[config.mk]
export PLATFORM = sky130hd
export DESIGN_NAME = flow_ctrl
export DESIGN_NICKNAME = d
export VERILOG_FILES = /design/src/rtl/core_defines_pkg.sv /design/src/rtl/flow_ctrl_bus_wait.sv /design/src/rtl/flow_ctrl.sv
export SDC_FILE = /design/constraint.sdc
export NUM_CORES = 1
export LEC_CHECK = 0
export CAP_MARGIN = 20
export CORE_MARGIN = 2
export CORE_UTILIZATION = 42
export CTS_BUF_LIST = sky130_fd_sc_hd__clkbuf_8
export CTS_CLUSTER_DIAMETER = 50
export DETAILED_ROUTE_END_ITERATION = 7
export GPL_ROUTABILITY_DRIVEN = 0
export PLACE_DENSITY = 0.83
export REMOVE_ABC_BUFFERS = 1
export SYNTH_ARGS = -nofsm -noshare
export SYNTH_HDL_FRONTEND = slang
export SYNTH_SLANG_ARGS = --single-unit
[constraint.sdc]
create_clock -name clk -period 2.7 [get_ports clk]
set_input_delay 0.81 -clock clk [delete_from_list [all_inputs] [get_ports clk]]
set_output_delay 0.81 -clock clk [all_outputs]
set_load 0.01 [all_outputs]
[src/rtl/core_defines_pkg.sv]
// Shared definitions for the pipeline flow controller: bus-wait FSM encodings
// and default sizing parameters.
package core_defines;

  localparam int REG_AW_DEF      = 5;
  localparam int DIV_CYCLES_DEF  = 32;
  localparam int BUS_TIMEOUT_DEF = 255;

  typedef enum logic {
    FC_IDLE = 1'b0,
    FC_WAIT = 1'b1
  } fc_state_e;

endpackage

[src/rtl/flow_ctrl_bus_wait.sv]
// Data-bus wait-state tracker: holds the pipeline while MEM waits for an ack,
// and abandons the access after BUS_TIMEOUT wait cycles.
module fc_bus_wait
  import core_defines::*;
#(
  parameter int BUS_TIMEOUT = BUS_TIMEOUT_DEF
) (
  input  logic clk,
  input  logic rst,
  input  logic i_mem_req,
  input  logic i_mem_ack,
  output logic o_mem_stall,
  output logic o_timeout,
  output logic o_bus_err
);

  localparam int CW = $clog2(BUS_TIMEOUT + 1);
  localparam logic [CW-1:0] CNT_MAX = CW'(BUS_TIMEOUT);
  localparam logic [CW-1:0] CNT_ONE = CW'(1);

  fc_state_e     r_state;
  fc_state_e     w_state_nxt;
  logic [CW-1:0] r_wait_cnt;
  logic [CW-1:0] w_wait_cnt_nxt;
  logic          r_bus_err;

  always_ff @(posedge clk or posedge rst) begin
    if (rst) begin
      r_state    <= FC_IDLE;
      r_wait_cnt <= '0;
      r_bus_err  <= 1'b0;
    end else begin
      r_state    <= w_state_nxt;
      r_wait_cnt <= w_wait_cnt_nxt;
      r_bus_err  <= o_timeout;
    end
  end

  // Once in WAIT the access is assumed held by MEM, so only ack or timeout exit.
  always_comb begin
    w_state_nxt    = r_state;
    w_wait_cnt_nxt = r_wait_cnt;
    o_mem_stall    = 1'b0;
    o_timeout      = 1'b0;
    case (r_state)
      FC_IDLE: begin
        if (i_mem_req && !i_mem_ack) begin
          w_state_nxt    = FC_WAIT;
          w_wait_cnt_nxt = CNT_ONE;
          o_mem_stall    = 1'b1;
        end
      end
      FC_WAIT: begin
        if (i_mem_ack) begin
          w_state_nxt    = FC_IDLE;
          w_wait_cnt_nxt = '0;
        end else if (r_wait_cnt == CNT_MAX) begin
          w_state_nxt    = FC_IDLE;
          w_wait_cnt_nxt = '0;
          o_timeout      = 1'b1;
        end else begin
          w_wait_cnt_nxt = r_wait_cnt + CNT_ONE;
          o_mem_stall    = 1'b1;
        end
      end
      default: begin
        w_state_nxt    = FC_IDLE;
        w_wait_cnt_nxt = '0;
      end
    endcase
  end

  assign o_bus_err = r_bus_err;

endmodule

[src/rtl/flow_ctrl.sv]
// Central pipeline flow controller: turns bus waits, divides, taken jumps and
// load-use hazards into per-register block/flush strobes.
module flow_ctrl
  import core_defines::*;
#(
  parameter int DIV_CYCLES  = DIV_CYCLES_DEF,
  parameter int BUS_TIMEOUT = BUS_TIMEOUT_DEF,
  parameter int REG_AW      = REG_AW_DEF
) (
  input  logic              clk,
  input  logic              rst,
  input  logic [REG_AW-1:0] id_rs1_raddr_i,
  input  logic              id_rs1_re_i,
  input  logic [REG_AW-1:0] id_rs2_raddr_i,
  input  logic              id_rs2_re_i,
  input  logic              idex_mem_re_i,
  input  logic [REG_AW-1:0] idex_reg_waddr_i,
  input  logic              ex_jump_i,
  input  logic              ex_div_start_i,
  input  logic              mem_req_i,
  input  logic              mem_ack_i,
  output logic              fc_bk_pc_o,
  output logic              fc_bk_ifid_o,
  output logic              fc_bk_idex_o,
  output logic              fc_bk_exmem_o,
  output logic              fc_bk_memwb_o,
  output logic              fc_flush_ifid_o,
  output logic              fc_flush_idex_o,
  output logic              fc_flush_exmem_o,
  output logic              fc_flush_memwb_o,
  output logic              fc_div_busy_o,
  output logic              fc_bus_err_o
);

  localparam int DCW = $clog2(DIV_CYCLES);
  localparam logic [DCW-1:0] DIV_LOAD = DCW'(DIV_CYCLES - 1);
  localparam logic [DCW-1:0] DIV_ONE  = DCW'(1);

  logic           w_mem_stall;
  logic           w_timeout;
  logic           w_div_start;
  logic           w_div_stall;
  logic           w_load_use;
  logic           w_rs1_hit;
  logic           w_rs2_hit;
  logic [DCW-1:0] r_div_cnt;
  logic           r_div_done;

  fc_bus_wait #(
    .BUS_TIMEOUT (BUS_TIMEOUT)
  ) u_bus_wait (
    .clk         (clk),
    .rst         (rst),
    .i_mem_req   (mem_req_i),
    .i_mem_ack   (mem_ack_i),
    .o_mem_stall (w_mem_stall),
    .o_timeout   (w_timeout),
    .o_bus_err   (fc_bus_err_o)
  );

  // The start level stays high while the divide sits in EX; the done flag stops
  // it re-triggering until the instruction actually leaves EX.
  assign w_div_start   = ex_div_start_i && (r_div_cnt == '0) && !r_div_done;
  assign w_div_stall   = w_div_start || (r_div_cnt != '0);
  assign fc_div_busy_o = w_div_stall;

  always_ff @(posedge clk or posedge rst) begin
    if (rst) begin
      r_div_cnt  <= '0;
      r_div_done <= 1'b0;
    end else begin
      if (w_div_start) begin
        r_div_cnt <= DIV_LOAD;
      end else if (r_div_cnt != '0) begin
        r_div_cnt <= r_div_cnt - DIV_ONE;
      end
      if (r_div_cnt == DIV_ONE) begin
        r_div_done <= 1'b1;
      end else if (!fc_bk_idex_o) begin
        r_div_done <= 1'b0;
      end
    end
  end

  assign w_rs1_hit  = id_rs1_re_i && (id_rs1_raddr_i == idex_reg_waddr_i);
  assign w_rs2_hit  = id_rs2_re_i && (id_rs2_raddr_i == idex_reg_waddr_i);
  assign w_load_use = idex_mem_re_i && (idex_reg_waddr_i != '0) && (w_rs1_hit || w_rs2_hit);

  // WB is never held; a stalled MEM stage simply feeds bubbles into mem_wb.
  assign fc_bk_memwb_o = 1'b0;

  always_comb begin
    fc_bk_pc_o       = 1'b0;
    fc_bk_ifid_o     = 1'b0;
    fc_bk_idex_o     = 1'b0;
    fc_bk_exmem_o    = 1'b0;
    fc_flush_ifid_o  = 1'b0;
    fc_flush_idex_o  = 1'b0;
    fc_flush_exmem_o = 1'b0;
    fc_flush_memwb_o = 1'b0;
    if (w_timeout) begin
      fc_flush_exmem_o = 1'b1;
      fc_flush_memwb_o = 1'b1;
    end else if (w_mem_stall) begin
      fc_bk_pc_o       = 1'b1;
      fc_bk_ifid_o     = 1'b1;
      fc_bk_idex_o     = 1'b1;
      fc_bk_exmem_o    = 1'b1;
      fc_flush_memwb_o = 1'b1;
    end else if (w_div_stall) begin
      fc_bk_pc_o       = 1'b1;
      fc_bk_ifid_o     = 1'b1;
      fc_bk_idex_o     = 1'b1;
      fc_flush_exmem_o = 1'b1;
    end else if (ex_jump_i) begin
      fc_flush_ifid_o  = 1'b1;
      fc_flush_idex_o  = 1'b1;
    end else if (w_load_use) begin
      fc_bk_pc_o       = 1'b1;
      fc_bk_ifid_o     = 1'b1;
      fc_flush_idex_o  = 1'b1;
    end
  end

endmodule

==> impl_metrics.tcl <==
set metrics [dict create \
    synthesis.area_mm2 0.001045 \
    antenna_found_initial 0 \
    netlist_instances 113 \
    clockRootBuffer "clkbuf_8" \
    cp-start-kind "register" \
    drtPass1Iterations 4 \
    irDropWorstVdd_mv 0.4795 \
    drive_gt1_frac 0.4064 \
    critPathArrivalTime_ns 2.16 \
    cts_tree "built" \
    powerDensity_mw_per_mm2 608.4 \
    setup_slack_ns -0.2653 \
    grt_use_met3 0.05278 \
    routedWlPerCell_um 15.90 \
    maxCapViolCount 0 \
    critical_path.endpoint_type "output pin" \
    n_fill_cell 159 \
    grt_use_met1 0.2744 \
    num_rows 18 \
    clkPwrFrac 0.168 \
    period_needed_ns 2.965 \
    fin_tns_setup_ns -1.092 \
    seqPwrFrac 0.309 \
    synthTopCellsByArea "dfrtp_1 (38%), xor2_1 (8.4%), o21ai_0 (5.7%)" \
    final-seq-area_um2 400.4 \
    comb_power_share 0.523 \
    whs_ns 0.5439 \
    detail-route-antenna-nets 0 \
    clk_pin_slew_ns 0.06 \
    die_w_um 53.88 \
    worst_pin_slew_ns 0.6144 \
    worstSetupPathType "register to output pin" \
    start_util 0.4335 \
    coreArea_mm2 0.002410 \
    cts_sinks 16 \
    drv_slew 0 \
    synth-edff-count 0 \
    yosysTopAreaCell "dfrtp_1" \
    max_freq_mhz 337.2 \
    ios 35 \
    async_flop_share 1.000 \
    cts_buffers 3 \
    ys_seq_area_frac 0.3832 \
    status "finished, violations left" \
    place_hpwl_um 2299 \
    cts-hold-fix-buffers 0 \
    cts_buffer_depth 2 \
    ys_types 39 \
    num_vias 1187 \
    hold_path_class "register to register" \
    portBuffers 33 \
    ys_ff_latch 16 \
    p_sw_uw 399.4 \
    drc 0 \
    finClkSkew_ns 0.003901 \
    setup_violations 6 \
    layout.nets 217 \
    dieArea_mm2 0.002903 \
    wl_um 3451 \
    ys.flop_type "dfrtp_1" \
    grt_max_degree 17 \
    area.growth.synth_to_final_pct 73.53 \
    multiInputGateArea_um2 703.2 \
    power.leakage_nw 0.8310 \
    grt.busiest_layer "met2" \
    hold_viol_final 0 \
    intPower_uw 703.7 \
    grt_pass1_vias 1103 \
    drt-initial-drc-count 33 \
    clock_latency_ns 0.26 \
    cts_max_level 1 \
    grt_pass1_wl_um 4995 \
    yosysWarnings 0 \
    swShare 0.3621 \
    diodes 0 \
    critical_path.max_fanout 2 \
    fin_crit_sh 1.098 \
    grtUsageMet2 0.4329 \
    grt.overflow.total 0 \
    syn_area_per_cell_um2 9.246 \
    die_height_um 53.88 \
    post-synth-top-area-fraction 0.3832 \
    track_usage 0.2464 \
    via_per_inst 5.470 \
    violations "setup timing" \
    rsz0062_at_grt "true" \
    required_ns 1.89 \
    timing.slew.headroom 0.5899 \
]
final timing paths:
| check | startpoint | to | slack [ns] | cells past startpoint |
|---|---|---|---|---|
| worst max-delay path | r_div_cnt[1] | fc_flush_idex_o | -0.27 | 8 |
| worst min-delay path | u_bus_wait.r_wait_cnt[6] | u_bus_wait.r_wait_cnt[6] | 0.54 | 1 |
| worst max register to register | r_div_cnt[1] | r_div_cnt[1] | 0.65 | 9 |
| worst min register to register | u_bus_wait.r_wait_cnt[6] | u_bus_wait.r_wait_cnt[6] | 0.54 | 1 |
| max in group asynchronous | rst | u_bus_wait.r_wait_cnt[6] | 1.38 | 2 |
| min in group asynchronous | rst | r_div_cnt[2] | 0.92 | 2 |
power groups by stage:
stage | Sequential [mW] | Clock [mW] | Combinational, mW
finish | 0.341 | 0.186 | 0.577
global route | 0.347 | 0.197 | 0.616
CTS | 0.337 | 0.190 | 0.542
detailed placement | 0.334 | 0 | 0.463
global placement | 0.329 | 0 | 0.440
floorplan | 0.351 | 0 | 0.202
final cells by class:
type                       instances  area share
multi-input combinational         89      0.3879
timing repair buffer              73      0.3354
sequential                        16      0.2208
clock buffer                       3     0.02277
tap                               30     0.02070
inverter                           6     0.01242
worst max-delay path: stages (launching register included):
cell      delay, ns
dfrtp_1        0.41
inv_2          0.09
ha_4           0.13
or4b_4         0.50
nor2_4         0.12
inv_2          0.04
or3_1          0.32
o21bai_2       0.14
buf_2          0.14
cell usage after synthesis, drive strengths merged (2+ instances only):
| cell | count |
|---|---|
| a21oi | 3 |
| a22o | 2 |
| and2 | 2 |
| buf | 2 |
| dfrtp | 16 |
| ha | 4 |
| inv | 6 |
| nand2 | 8 |
| nand2b | 2 |
| nand3 | 3 |
| nor2 | 7 |
| nor2b | 3 |
| nor3 | 5 |
| nor4 | 5 |
| o21ai | 12 |
| o21bai | 2 |
| o22ai | 2 |
| or3 | 2 |
| xnor2 | 3 |
| xor2 | 10 |
state kept, by name, indices dropped and copies added, names as in the netlist:
signal,flops
u_bus_wait.r_wait_cnt,8
r_div_cnt,5
r_div_done,1
u_bus_wait.o_bus_err,1
u_bus_wait.r_state,1
cell usage in the layout, fill, tap and decap left out, types with 3 or more instances in the layout:
| cell | netlist | layout |
|---|---|---|
| buf_2 | 0 | 7 |
| clkbuf_8 | 0 | 3 |
| nand3_1 | 3 | 3 |
| nand2_1 | 8 | 8 |
| xnor2_1 | 3 | 3 |
| nor4_1 | 4 | 3 |
| buf_6 | 0 | 8 |
| ha_1 | 4 | 3 |
| o21ai_0 | 12 | 11 |
| dfrtp_1 | 16 | 16 |
| inv_2 | 1 | 3 |
| buf_4 | 2 | 36 |
| nor3_1 | 5 | 4 |
| dlygate4sd2_1 | 0 | 13 |
| inv_1 | 5 | 3 |
| clkdlybuf4s50_1 | 0 | 6 |
| nor2_1 | 6 | 5 |
| xor2_1 | 10 | 10 |
| a21oi_1 | 3 | 3 |
timing repair:
action / CTS / global route
endpoints found under the setup margin: 9 / 9
gates cloned: 0 / 0
pin swaps: 15 / 1
setup buffers: 10 / 3
resized for setup: 96 / 3
stage by stage:
stage | setup WS, ns | power, mW | instance area [um^2] | util | cells
after floorplan | -0.004582 | 0.5534 | 1030 | - | 111
after global placement | -0.8362 | 0.7687 | 1615 | 0.6703 | 203
after detailed placement | -0.8719 | 0.7961 | 1615 | 0.6703 | 203
after CTS | -0.2312 | 1.070 | 1789 | 0.7425 | 216
after global routing | -0.3243 | 1.160 | 1813 | 0.7523 | 217
final | -0.2653 | 1.103 | 1813 | 0.7523 | 217
per-layer routing:
| metal | routed length [um] | vias to the layer above |
|---|---|---|
| met4 | 146 | 0 |
| met5 | 0 | - |
| met2 | 1753 | 59 |
| met3 | 241 | 15 |
| li1 | - | 557 |
| met1 | 1309 | 556 |
cells by family (layout without fill, tap and decap cells):
logic type | after synthesis | after routing | synth area share
flip-flops | 16 | 16 | 0.3832
other | 1 | 1 | 0.003589
adder cells (fa/ha/maj) | 4 | 4 | 0.04791
multiplexers | 1 | 1 | 0.009581
XOR/XNOR | 13 | 13 | 0.1090
buffers and inverters | 8 | 82 | 0.03592
AND/OR/NAND/NOR | 40 | 40 | 0.2180
AO/OA/AOI/OAI | 30 | 30 | 0.1928
(Power assumes the default switching activity.)
